`src/rtl/abr_prim_count_bank.sv`:
```
// Bank of independent hardened up/down cross-counters with saturate/wrap mode,
// terminal-count pulse and an aggregated invariant-violation alert.
module abr_prim_count_bank #(
    parameter int                 NumChan    = 4,
    parameter int                 Width      = 8,
    parameter logic [Width-1:0]   ResetValue = '0,
    parameter bit                 ErrSticky  = 1'b1
) (
    input  logic                       clk_i,
    input  logic                       rst_b,
    input  logic [NumChan-1:0]         clr_i,
    input  logic [NumChan-1:0]         set_i,
    input  logic [NumChan*Width-1:0]   set_cnt_i,
    input  logic [NumChan-1:0]         incr_en_i,
    input  logic [NumChan-1:0]         decr_en_i,
    input  logic [NumChan*Width-1:0]   step_i,
    input  logic [NumChan-1:0]         wrap_i,
    input  logic [NumChan*Width-1:0]   tc_val_i,
    output logic [NumChan*Width-1:0]   cnt_o,
    output logic [NumChan-1:0]         tc_o,
    output logic [NumChan-1:0]         err_chan_o,
    output logic                       err_o
);

    for (genvar c = 0; c < NumChan; c++) begin : g_chan
        logic [Width-1:0] cnt_q, cnt_d, sec_q, sec_d;
        logic [Width-1:0] set_v, step_v, tc_v;
        logic [Width:0]   inc_p, dec_p, inc_s, dec_s, sum_chk;
        logic             upd, load_evt, raw_err, tc_q, err_q;

        assign set_v  = set_cnt_i[c*Width +: Width];
        assign step_v = step_i[c*Width +: Width];
        assign tc_v   = tc_val_i[c*Width +: Width];

        // Primary and secondary use separate adders so a fault in either flop
        // cannot be masked by deriving one from the other.
        always_comb begin
            inc_p = {1'b0, cnt_q} + {1'b0, step_v};
            dec_p = {1'b0, cnt_q} - {1'b0, step_v};
            inc_s = {1'b0, sec_q} + {1'b0, step_v};
            dec_s = {1'b0, sec_q} - {1'b0, step_v};
            cnt_d = cnt_q;
            sec_d = sec_q;
            upd   = 1'b1;
            if (clr_i[c]) begin
                cnt_d = ResetValue;
                sec_d = ~ResetValue;
            end else if (set_i[c]) begin
                cnt_d = set_v;
                sec_d = ~set_v;
            end else if (incr_en_i[c] && !decr_en_i[c]) begin
                upd   = wrap_i[c] || (cnt_q != {Width{1'b1}});
                cnt_d = (inc_p[Width] && !wrap_i[c]) ? {Width{1'b1}} : inc_p[Width-1:0];
                sec_d = (dec_s[Width] && !wrap_i[c]) ? {Width{1'b0}} : dec_s[Width-1:0];
            end else if (decr_en_i[c] && !incr_en_i[c]) begin
                upd   = wrap_i[c] || (cnt_q != {Width{1'b0}});
                cnt_d = (dec_p[Width] && !wrap_i[c]) ? {Width{1'b0}} : dec_p[Width-1:0];
                sec_d = (inc_s[Width] && !wrap_i[c]) ? {Width{1'b1}} : inc_s[Width-1:0];
            end
        end

        assign load_evt = clr_i[c] | set_i[c];
        assign sum_chk  = {1'b0, cnt_q} + {1'b0, sec_q};
        assign raw_err  = (sum_chk != {1'b0, {Width{1'b1}}});

        always_ff @(posedge clk_i) begin
            if (!rst_b) begin
                cnt_q <= ResetValue;
                sec_q <= ~ResetValue;
                tc_q  <= 1'b0;
                err_q <= 1'b0;
            end else begin
                if (upd) begin
                    cnt_q <= cnt_d;
                    sec_q <= sec_d;
                end
                tc_q  <= (cnt_d == tc_v) && ((cnt_q != tc_v) || load_evt);
                err_q <= err_q | raw_err;
            end
        end

        assign cnt_o[c*Width +: Width] = cnt_q;
        assign tc_o[c]                 = tc_q;
        assign err_chan_o[c]           = ErrSticky ? err_q : raw_err;
    end

    assign err_o = |err_chan_o;

endmodule

```
`config.mk`:
```
export PLATFORM = sky130hd
export DESIGN_NAME = abr_prim_count_bank
export DESIGN_NICKNAME = d
export VERILOG_FILES = /design/src/rtl/abr_prim_count_bank.sv
export SDC_FILE = /design/constraint.sdc
export NUM_CORES = 1
export LEC_CHECK = 0
export ABC_AREA = 1
export BUFFER_PORTS_ARGS = -buffer_cell sky130_fd_sc_hd__buf_2
export CAP_MARGIN = 20
export CORE_AREA = 8 8 135 231
export CTS_CLUSTER_DIAMETER = 100
export DETAILED_ROUTE_END_ITERATION = 8
export DIE_AREA = 0 0 143 239
export PLACE_DENSITY_LB_ADDON = 0.15
export SETUP_SLACK_MARGIN = 0.5
export SKIP_CTS_REPAIR_TIMING = 1
export SYNTH_ARGS = -nofsm -noshare
export SYNTH_HDL_FRONTEND = slang
export SYNTH_SLANG_ARGS = --single-unit
```
`constraint.sdc`:
```
create_clock -name clk_i -period 3 [get_ports clk_i]
set_input_delay 0.45 -clock clk_i [delete_from_list [all_inputs] [get_ports clk_i]]
set_output_delay 0.45 -clock clk_i [all_outputs]
set_load 0.01 [all_outputs]
```
==> run metrics <==
power density cells=between 300 and 400 nW/µm²; Die X=~140 µm; most frequent CP cell=nand2_1; H-tree levels=3; Setup crit start=g_chan[1].cnt_q[0]$_SDFFE_PN0P_; clock latency on the worst-skew pair=between 0.3 and 0.4 ns; CORE AREA=about 28000 µm²; count of input and output buffers=approximately 160; slowest CP cell=fa_2; peak ir drop on the vdd network=0.000276 V; CTS Root Cell=clkbuf_16; Buffers & Inverters on Critical Path=2; final wirelength=45300 µm; worst path cell trace=buf_4, ha_4, fa_2, nand3_1, nand2_1, nand2_1, nand2_2, a21oi_2, nand3_1, nand2_1, nand2_2, nand2_1, nand2_1, nand2_1, inv_1, nand3_1, nor2_1; Reg2Reg Setup Slack=between 0.6 and 0.7 ns; # diodes=0; Clock Power Share=between 20 and 25%; number of max-cap violations=0; Startpoint Class=flip-flop; Req. time, crit path=between 3 and 4 ns; die height=~240 µm; vias in the first global route=about 14k; DR pass1 iterations=5; relative slew slack=39.6%; Arr. time, crit path=2.60 ns; clock sinks=72; Final ANT Viol Nets=0; Setup TNS Final=0 ns; Worst-Margin Slew=between 0.9 and 1 ns; max-slew violation count=0; syn_nets=between 2k and 2.5k; Avg Inst Size Synth=5.99 µm²; final core utilization=around half; Design Power=4.70 mW; global route overflow=0; Flop pwr share=24.3%; Critical Path Sink=g_chan[1].tc_q$_SDFF_PN0_; GPL Wtd Cong=~1; fin nets=around 2.5k; Gate power share=53.8%; Area Growth Syn to Fin=15.5%; dpl ws=~0.28 ns; RSZ-0062 raised after global routing=yes; DRT iter0 DRCs=~740; Max Fclk=425 MHz; Setup CP Type=flip-flop to flip-flop; post-route setup slack=roughly 0.65 ns; highest net fanout along the worst path=5; sequential area share after synthesis=11.6%; first-pass GRT wire length=between 70000 and 80000 µm; P_int=between 2 and 3 mW; cell count of the worst reg-to-reg path=17; capture point of the worst reg-to-reg path=g_chan[1].tc_q$_SDFF_PN0_; Total GRT Usage=between 20% and 30%; Worst path depth=17; Worst Skew=~0.0052 ns; drt drc=0; largest net degree at the start of global routing=23; Starting Density=44.4%; I/O pin total=159; Distinct cells, synth=49; min cycle time layout=roughly 2.4 ns; outcome=complete, no violations; Worst Setup End Kind=flip-flop; P_leak=between 7 and 8 nW; WL/cell=approximately 17 µm; EDFF count, synth=0; reg2reg start=g_chan[1].cnt_q[0]$_SDFFE_PN0P_; DP Wirelength=approximately 38000 µm; fraction of registers with async set/reset=0%; share of cells above drive strength 1=between 10% and 20%; via density per instance=~5.4; final hold violations=0; Yosys reg bits=approximately 70; worst hold slack=0.397 ns; # rows=81; top_reg_cell synth=dfxtp_1; min-delay worst type=input port to flip-flop; Setup-failing EPs final=0; Net Switching=between 2 and 2.5 mW; fin crit share=between 70% and 80%; CP max stage delay=just over 0.4 ns; initial antenna violation count=0; Num CTS Buffers=9; Top delay family on crit path=simple AND/OR/NAND/NOR gates; Die Area=between 30000 and 40000 µm²; Mapped Cells=approximately 2.1k; yosys warns=0; clock buffer depth=2; Sw Share=between 40% and 50%; CTS tree=built; clk slew on worst S/H paths=0.06 ns; Mapped Area=between 10000 and 15000 µm²; Vias=14.2k
[power by group through the flow]
stage	Combinational, mW	Clock [mW]	Sequential, mW
finish	2.53	1.03	1.14
global route	2.84	1.09	1.15
CTS	2.44	1.05	1.14
detailed placement	2.43	0	1.16
global placement	2.42	0	1.16
floorplan	1.67	0	1.14
[flip-flops by register name, indices dropped and copies added (netlist names)]
register,count
g_chan.cnt_q,32
g_chan.sec_q,32
g_chan.err_q,4
g_chan.tc_q,4
[kinds of logic (layout without fill, tap and decap cells)]
logic type / count (synthesis) / in the layout / share of synthesized area (%)
buffers and inverters: 352 / 528 / 11.3
AO/OA/AOI/OAI: 383 / 383 / 17.4
adder cells (fa/ha/maj): 188 / 188 / 20.2
flip-flops: 72 / 72 / 11.6
XOR/XNOR: 63 / 63 / 4.46
AND/OR/NAND/NOR: 1009 / 1009 / 34.9
[worst register-to-register path, cell delays in order, from the launching register on]
cell     delay (ns)
dfxtp_4        0.36
buf_4          0.16
ha_4           0.17
fa_2           0.41
nand3_1        0.09
nand2_1        0.08
nand2_1        0.09
nand2_2        0.07
a21oi_2        0.18
nand3_1        0.10
nand2_1        0.12
nand2_2        0.08
nand2_1        0.08
nand2_1        0.05
nand2_1        0.05
inv_1          0.03
nand3_1        0.05
nor2_1         0.04
[final cells by class]
cell class | instances | area, µm²
tap | 373 | 467
fill | 2985 | 13600
multi-input combinational | 1643 | 9760
timing repair buffer | 213 | 1200
clock buffer | 9 | 225
inverter | 299 | 1120
sequential | 72 | 1460
clock inverter | 7 | 56.3
[metal layers]
metal	part of all wire, %	up-vias	track usage (%)
li1	-	7112	-
met1	39	6450	28.1
met2	51	495	48.0
met3	4.3	159	2.54
met4	6.4	0	17.3
met5	0	-	0
[cell usage in the layout, fill, tap and decap left out, drive strengths merged, types with 2 or more instances in the layout]
master / synthesis / final
a2111oi: 2 / 2
a211oi: 6 / 6
a21o: 2 / 2
a21oi: 206 / 206
a221oi: 4 / 4
a31oi: 13 / 13
and2: 3 / 3
buf: 35 / 213
clkbuf: 18 / 9
clkinv: 3 / 5
clkinvlp: 0 / 3
dfxtp: 72 / 72
fa: 20 / 20
ha: 168 / 168
inv: 296 / 298
nand2: 634 / 634
nand3: 169 / 169
nand3b: 10 / 10
nand4: 38 / 38
nor2: 102 / 102
nor3: 26 / 26
nor4: 8 / 8
o2111ai: 8 / 8
o211ai: 6 / 6
o21ai: 98 / 98
o21bai: 16 / 16
o22ai: 12 / 12
o311ai: 4 / 4
o41ai: 4 / 4
or2: 18 / 18
xnor2: 17 / 17
xor2: 46 / 46
[worst min path at each step]
| stage | slack, ns | startpoint | endpoint | cells after the start |
|---|---|---|---|---|
| CTS | 0.39 | tc_val_i[7] | g_chan[0].tc_q$_SDFF_PN0_ | 4 |
| detailed placement | 0.54 | g_chan[0].sec_q[5]$_SDFFE_PN1P_ | g_chan[0].sec_q[5]$_SDFFE_PN1P_ | 2 |
| global placement | 0.53 | g_chan[3].sec_q[0]$_SDFFE_PN1P_ | g_chan[3].sec_q[0]$_SDFFE_PN1P_ | 2 |
| finish | 0.40 | tc_val_i[7] | g_chan[0].tc_q$_SDFF_PN0_ | 4 |
| floorplan | 0.49 | g_chan[3].sec_q[0]$_SDFFE_PN1P_ | g_chan[3].sec_q[0]$_SDFFE_PN1P_ | 2 |
| global route | 0.43 | tc_val_i[7] | g_chan[0].tc_q$_SDFF_PN0_ | 4 |
[through the flow]
stage,instance area [µm²],cells
2_1_floorplan,12400,2067
6_report,14300,2616
3_3_place_gp,13700,2596
3_5_place_dp,13700,2596
5_1_grt,14300,2616
4_1_cts,14000,2612
[synth_stat cells (all sizes together) (17+ instances only)]
library cell	n	area (µm²)
or2	18	113
fa	20	400
buf	35	208
ha	168	2100
o21ai	98	494
dfxtp	72	1440
xnor2	17	149
inv	296	1110
a21oi	206	1030
nor3	26	130
clkbuf	18	70.1
nand4	38	238
nor2	102	383
nand2	634	2410
xor2	46	403
nand3	169	888
No activity file was read; power rests on OpenSTA's default activity.
